### src/rtl/demuxtwo_tdm_if.sv
// demuxtwo_tdm_if: serial TDM input and the two recovered parallel channels
interface demuxtwo_tdm_if #(parameter int WIDTH = 8);
   logic             din;
   logic             sync;
   logic [WIDTH-1:0] a_word;
   logic             a_valid;
   logic [WIDTH-1:0] b_word;
   logic             b_valid;
   logic             locked;
   logic             sync_err;
   modport master (output din, sync, input a_word, a_valid, b_word, b_valid, locked, sync_err);
   modport slave  (input din, sync, output a_word, a_valid, b_word, b_valid, locked, sync_err);
endinterface

### src/rtl/demuxtwo_tdm.sv
// demuxtwo_tdm: frame-locked deserializer splitting a 1-bit TDM stream into channels a and b
module demuxtwo_tdm #(
   parameter int WIDTH = 8
) (
   input logic           clock,
   input logic           reset,
   demuxtwo_tdm_if.slave bus
);
   localparam int CW = $clog2(WIDTH);
   typedef enum logic [1:0] {HUNT, RX_A, RX_B} state_t;
   state_t         state;
   logic [CW-1:0]  cnt;
   logic [WIDTH-2:0] shift;
   logic           last;
   logic           frame_start;
   assign last        = cnt == CW'(WIDTH - 1);
   assign frame_start = state == RX_A && cnt == '0;
   // framing FSM: hunt for sync, then alternate a/b slots, checking sync only at frame start
   always_ff @(posedge clock) begin
      if (reset) begin
         state        <= HUNT;
         cnt          <= '0;
         shift        <= '0;
         bus.a_word   <= '0;
         bus.b_word   <= '0;
         bus.a_valid  <= 1'b0;
         bus.b_valid  <= 1'b0;
         bus.locked   <= 1'b0;
         bus.sync_err <= 1'b0;
      end else begin
         bus.a_valid  <= 1'b0;
         bus.b_valid  <= 1'b0;
         bus.sync_err <= 1'b0;
         if (state == HUNT) begin
            if (bus.sync) begin
               shift      <= (WIDTH-1)'(bus.din);
               cnt        <= CW'(1);
               state      <= RX_A;
               bus.locked <= 1'b1;
            end
         end else if (frame_start && !bus.sync) begin
            bus.sync_err <= 1'b1;
            cnt          <= '0;
            shift        <= '0;
            state        <= HUNT;
            bus.locked   <= 1'b0;
         end else if (bus.sync && !frame_start) begin
            bus.sync_err <= 1'b1;
            shift        <= (WIDTH-1)'(bus.din);
            cnt          <= CW'(1);
            state        <= RX_A;
         end else begin
            shift <= (WIDTH-1)'({shift, bus.din});
            cnt   <= last ? '0 : cnt + CW'(1);
            if (last && state == RX_A) begin
               bus.a_word  <= {shift, bus.din};
               bus.a_valid <= 1'b1;
               state       <= RX_B;
            end else if (last) begin
               bus.b_word  <= {shift, bus.din};
               bus.b_valid <= 1'b1;
               state       <= RX_A;
            end
         end
      end
   end
endmodule

### src/flat_wrapper.sv
// flat-port wrapper written by rule: the top's interface ports become plain ports
module demuxtwo_tdm_flat 
#(
   parameter int WIDTH = 8
)
  (clock, reset, bus_din, bus_sync, bus_a_word, bus_a_valid, bus_b_word, bus_b_valid, bus_locked, bus_sync_err);
  demuxtwo_tdm_if #(.WIDTH(WIDTH)) bus_i ();
  input logic clock;
  input logic reset;
  input wire logic [$bits(bus_i.din)-1:0] bus_din;
  input wire logic [$bits(bus_i.sync)-1:0] bus_sync;
  output wire logic [$bits(bus_i.a_word)-1:0] bus_a_word;
  output wire logic [$bits(bus_i.a_valid)-1:0] bus_a_valid;
  output wire logic [$bits(bus_i.b_word)-1:0] bus_b_word;
  output wire logic [$bits(bus_i.b_valid)-1:0] bus_b_valid;
  output wire logic [$bits(bus_i.locked)-1:0] bus_locked;
  output wire logic [$bits(bus_i.sync_err)-1:0] bus_sync_err;
  assign bus_i.din = bus_din;
  assign bus_i.sync = bus_sync;
  assign bus_a_word = bus_i.a_word;
  assign bus_a_valid = bus_i.a_valid;
  assign bus_b_word = bus_i.b_word;
  assign bus_b_valid = bus_i.b_valid;
  assign bus_locked = bus_i.locked;
  assign bus_sync_err = bus_i.sync_err;
  demuxtwo_tdm #(.WIDTH(WIDTH)) u_core (.clock(clock), .reset(reset), .bus(bus_i));
endmodule
### config.mk
export PLATFORM = sky130hd
export DESIGN_NAME = demuxtwo_tdm_flat
export DESIGN_NICKNAME = d
export VERILOG_FILES = /design/src/rtl/demuxtwo_tdm_if.sv /design/src/rtl/demuxtwo_tdm.sv /design/src/flat_wrapper.sv
export SDC_FILE = /design/constraint.sdc
export NUM_CORES = 1
export LEC_CHECK = 0
export ABC_CLOCK_PERIOD_IN_PS = 2200
export CAP_MARGIN = 25
export CORE_MARGIN = 5
export CORE_UTILIZATION = 45
export CTS_CLUSTER_DIAMETER = 40
export DETAILED_ROUTE_END_ITERATION = 8
export PLACE_DENSITY = 0.8
export SLEW_MARGIN = 40
export SYNTH_ARGS = -nofsm -noshare
export SYNTH_HDL_FRONTEND = slang
export SYNTH_SLANG_ARGS = --single-unit
export TNS_END_PERCENT = 20
### constraint.sdc
create_clock -name clock -period 2.2 [get_ports clock]
set_input_delay 0.44 -clock clock [delete_from_list [all_inputs] [get_ports clock]]
set_output_delay 0.44 -clock clock [all_outputs]
set_load 0.005 [all_outputs]
# == Yosys cells after proc, flatten, opt, wreduce, memory -nomap -nowiden ==
# Cells that the tools add are included.
# Widths: inputs -> output; s select.
# word_totals
register_bits,32
output_inout_bits,20
# op_classes
bitwise,4
add_sub_neg,1
n_mux,22
eq_ne,3
reduce_logical,17
# op_table
op,n
$mux 7,4
$mux 3,5
$mux 2,6
$mux 1,7
$reduce_and 5->1,1
$reduce_bool 5->1,1
$reduce_or 5->1,1
$logic_and 1x1->1,4
$not 1->1,4
$reduce_and 2->1,2
$reduce_and 4->1,1
$reduce_or 4->1,1
$add 3x1->3 const B,1
$eq 3x3->1 const B,1
$logic_not 3->1,1
$eq 2x1->1 const B,1
$logic_not 1->1,2
$logic_not 2->1,1
$ne 2x2->1 const B,1
$reduce_bool 2->1,1
$reduce_or 2->1,1

# == Depth between registers and ports, before layout ==
# logic_depth
word_depth,7
ltp_mapped,10
mapped_depth_nobuf,8

# == Worst setup path after synthesis ==
# Ideal clock, no wire load.
# synth_path
path_kind,reg2reg
from,register u_core.cnt[0]
to,register u_core.bus.b_word[0]
t_required_ns,2.072
path_buffers,2
setup_ns,0.128
path_stages_with_launch,11
slack_ns,0.390
t_arrival_ns,1.683
cell_sequence,dfxtp_1 -> inv_1 -> ha_1 -> nand4bb_1 -> inv_1 -> ha_1 -> buf_2 -> and4bb_2 -> buf_6 -> mux2i_1 -> nor2_1
# synth_via
elab_chain_len,6
elab_cells_between_ends,11
classes_between,1 x eq/ne; 3 x bitwise; 7 x reduce/logical
# synth_lines
element,line,text
"start, declared",demuxtwo_tdm.sv:12,logic [CW-1:0] cnt;
"start signal, assigned",demuxtwo_tdm.sv:54,cnt <= last ? '0 : cnt + CW'(1);
$logic_not 3->1,demuxtwo_tdm.sv:17,assign frame_start = state == RX_A && cnt == '0;
$logic_and 1x1->1,demuxtwo_tdm.sv:17,
$logic_not 1->1,demuxtwo_tdm.sv:47,end else if (bus.sync && !frame_start) begin
$logic_and 1x1->1,demuxtwo_tdm.sv:47,
$not 1->1 (no line),--,
$reduce_and 5->1 (no line) *,--,
"end signal, assigned",demuxtwo_tdm.sv:60,"bus.b_word <= {shift, bus.din};"
"end, declared",demuxtwo_tdm_if.sv:12,"modport slave (input din, sync, output a_word, a_valid, b_word, b_valid, locked, sync_err);"
# Every way passes the cells marked *; elsewhere a longest branch is shown, timed or not.
# A chain may end at the register's enable or synchronous reset.

# == Worst setup path after layout ==
# layout_path
from,register u_core.cnt[0]
to,register u_core.bus.b_word[6]
# Same word-level chain as after synthesis.

==> results.sh <==
export IMPL_status="finished, final reports clean"
export IMPL_coreArea_um2=3000
export IMPL_grt_pass1_wl_um=5090
export IMPL_wl_per_cell_um=15.1
export IMPL_hold_buffers=0
export IMPL_yosys_cell_types_count=31
export IMPL_cp_max_fo=8
export IMPL_drtPass1Iterations=4
export IMPL_ir_drop_uv=502
export IMPL_postCtsSetupBuffers=0
export IMPL_gp_congestion=0.806
export IMPL_ys_flop_type="dfxtp_1"
export IMPL_hp_class="reg2reg"
export IMPL_crit_required_ns=2.42
export IMPL_netlist_area_leader_share_pct=46.2
export IMPL_dp_hpwl_um=2100
export IMPL_end_kind="flop"
export IMPL_fmax_mhz=522
export IMPL_diodes=0
export IMPL_cp_slowest_cell="and4bb_2"
export IMPL_rsz0062_at_grt="no"
export IMPL_ys_warn_count=0
export IMPL_dieArea_um2=4290
export IMPL_synthToLayoutAreaGrowth_pct=23.6
export IMPL_drc=0
export IMPL_setup_violations=0
export IMPL_p_total_mw=1.04
export IMPL_rrSetupSlack_ns=0.28
export IMPL_hold_violations=0
export IMPL_nets=169
export IMPL_critPathBufInv=2
export IMPL_busiest_layer="met2"
export IMPL_final_max_slew_violation_count=0
export IMPL_clk_latency_ns=0.33
export IMPL_io_buffers=23
export IMPL_die_h_um=65.5
export IMPL_yosys_top_cells_count="dfxtp_1, nor2_1, mux2i_1, nand2b_1, a32oi_1"
export IMPL_cap_violations=0
export IMPL_grt_use_met2_pct=26.9
export IMPL_layout_min_cycle_time_ns=1.92
export IMPL_yosys_top_cells_area="dfxtp_1, mux2i_1, nand2b_1"
export IMPL_yosysTopAreaCell="dfxtp_1"
export IMPL_initial_core_util_pct=46.2
export IMPL_grt_pass1_vias=1068
export IMPL_grt_met3_usage_pct=5.64
export IMPL_cp_cell_sequence="inv_1 -> ha_1 -> nand4bb_1 -> inv_1 -> ha_1 -> and4bb_2 -> mux2i_1 -> nor2_1"
export IMPL_grt_remaining_overflow=0
export IMPL_timing_final_crit_share_pct=87.1
export IMPL_yosys_register_bits=32
export IMPL_syn_nets=144
export IMPL_synthArstFlopShare_pct=0
export IMPL_finalNonFillerCells=194
export IMPL_relSlewSlack_pct=61.9
export IMPL_cts_max_level=2
export IMPL_grtUsageTotal_pct=15.7
export IMPL_fillers=282
export IMPL_p_leak_nw=0.634
export IMPL_ant_nets=0
export IMPL_critPathKind="reg2reg"
export IMPL_fin_tns_setup_ns=0
export IMPL_vias=1054
export IMPL_viasPerCell=5.43
export IMPL_die_x_um=65.5
export IMPL_cts_tree="done"
export IMPL_arrival_ns=2.14
export IMPL_power_density_nw_per_um2=608
export IMPL_grt_max_degree=40
export IMPL_tightestPinTransition_ns=0.568
export IMPL_cts_root_buf="clkbuf_4"
export IMPL_clockBufferDepth=2
export IMPL_drt_wl_total_um=2930
export IMPL_syn_area_um2=1390
export IMPL_cts_resized=0
export IMPL_synth_yosys_seq_area_share_pct=46.2
export IMPL_drive_above_1_share_pct=11.8
export IMPL_finish_utilization_pct=57.0
export IMPL_clkTransAtPathRegs_ns=0.10
export IMPL_met1_usage_pct=18.0
export IMPL_worst_clock_skew_ns=0.00355
export IMPL_io_pins=24
export IMPL_numClockSinks=32
export IMPL_crit_family="simple AND/OR/NAND/NOR gates"
export IMPL_cts_buffers=5
export IMPL_hold_slack_ns=0.477
export IMPL_dp_cells=186
export IMPL_synth_edf_count=0
export IMPL_std_cell_rows=20
export IMPL_cpPeakStageDelay_ns=0.50
export IMPL_initialDrtViolationCount=58
export IMPL_syn_area_per_cell_um2=10.3
export IMPL_worstSetupStartpointType="flop"
export IMPL_synthMostInstantiatedCell="dfxtp_1"
export IMPL_synthCells=135
export IMPL_antenna_found_initial=0
==> cell usage in the layout, fill, tap and decap left out, types with 4 or more instances in the layout <==
cell type | synthesis | routed
a32oi_1 | 7 | 7
buf_4 | 0 | 4
clkbuf_4 | 0 | 5
clkdlybuf4s50_1 | 0 | 23
dfxtp_1 | 32 | 32
ha_1 | 5 | 5
inv_1 | 4 | 4
mux2i_1 | 16 | 16
nand2b_1 | 16 | 16
nor2_1 | 19 | 19
==> per-stage QoR <==
| stage | instance area [um^2] | setup WS (ns) |
|---|---|---|
| final | 1710 | 0.285 |
| after global placement | 1650 | 0.107 |
| after CTS | 1710 | 0.278 |
| after global routing | 1710 | 0.105 |
| after detailed placement | 1650 | 0.0786 |
| after floorplan | 1390 | 0.390 |
==> worst min-delay path, delay by kind of cell (launching register included) <==
kind            cells  cell delay, ns
compound gates      1            0.06
simple gates        1            0.05
flops               1            0.33
==> final timing paths <==
kind / start / to / cells past startpoint
min reg2reg: u_core.bus.locked / u_core.bus.locked / 2
max reg2reg: u_core.cnt[0] / u_core.bus.b_word[6] / 8
min: u_core.bus.locked / u_core.bus.locked / 2
max: u_core.cnt[0] / u_core.bus.b_word[6] / 8
==> registers in the layout, indices dropped and copies added, names as in the netlist <==
| signal | flops |
|---|---|
| u_core.bus.a_word | 8 |
| u_core.bus.b_word | 8 |
| u_core.shift | 7 |
| u_core.cnt | 3 |
| u_core.state | 2 |
| u_core.bus.a_valid | 1 |
| u_core.bus.b_valid | 1 |
| u_core.bus.locked | 1 |
| u_core.bus.sync_err | 1 |
==> cell families after synthesis <==
kind of cell / after synthesis / share of synthesized area [%]
mux: 16 / 11.6
simple gates: 52 / 23.6
fa+ha+maj: 5 / 4.51
flops: 32 / 46.2
compound gates: 16 / 8.84
buf+inv: 14 / 5.23
==> report_power, final <==
group / leakage (nW) / switching, mW / internal (mW)
clock: 0.0315 / 0.204 / 0.156
combinational: 0.344 / 0.0481 / 0.0372
sequential: 0.259 / 0.00912 / 0.587
total: 0.634 / 0.261 / 0.781
==> area by class of cell <==
cell class / count / area [um^2] / area share [%]
Inverter: 4 / 15.0 / 0.877
Timing Repair Buffer: 28 / 280 / 16.4
Tap cell: 33 / 41.3 / 2.41
Sequential cell: 32 / 641 / 37.4
Clock buffer: 7 / 55.1 / 3.21
Clock inverter: 1 / 7.51 / 0.438
Multi-Input combinational cell: 89 / 673 / 39.3
==> layer usage <==
metal	part of all wire, %	up-vias
li1	-	516
met1	43	515
met2	51	18
met3	3.9	5
met4	1.5	0
met5	0	-
Note: power is estimated with default switching activity, not from simulation.
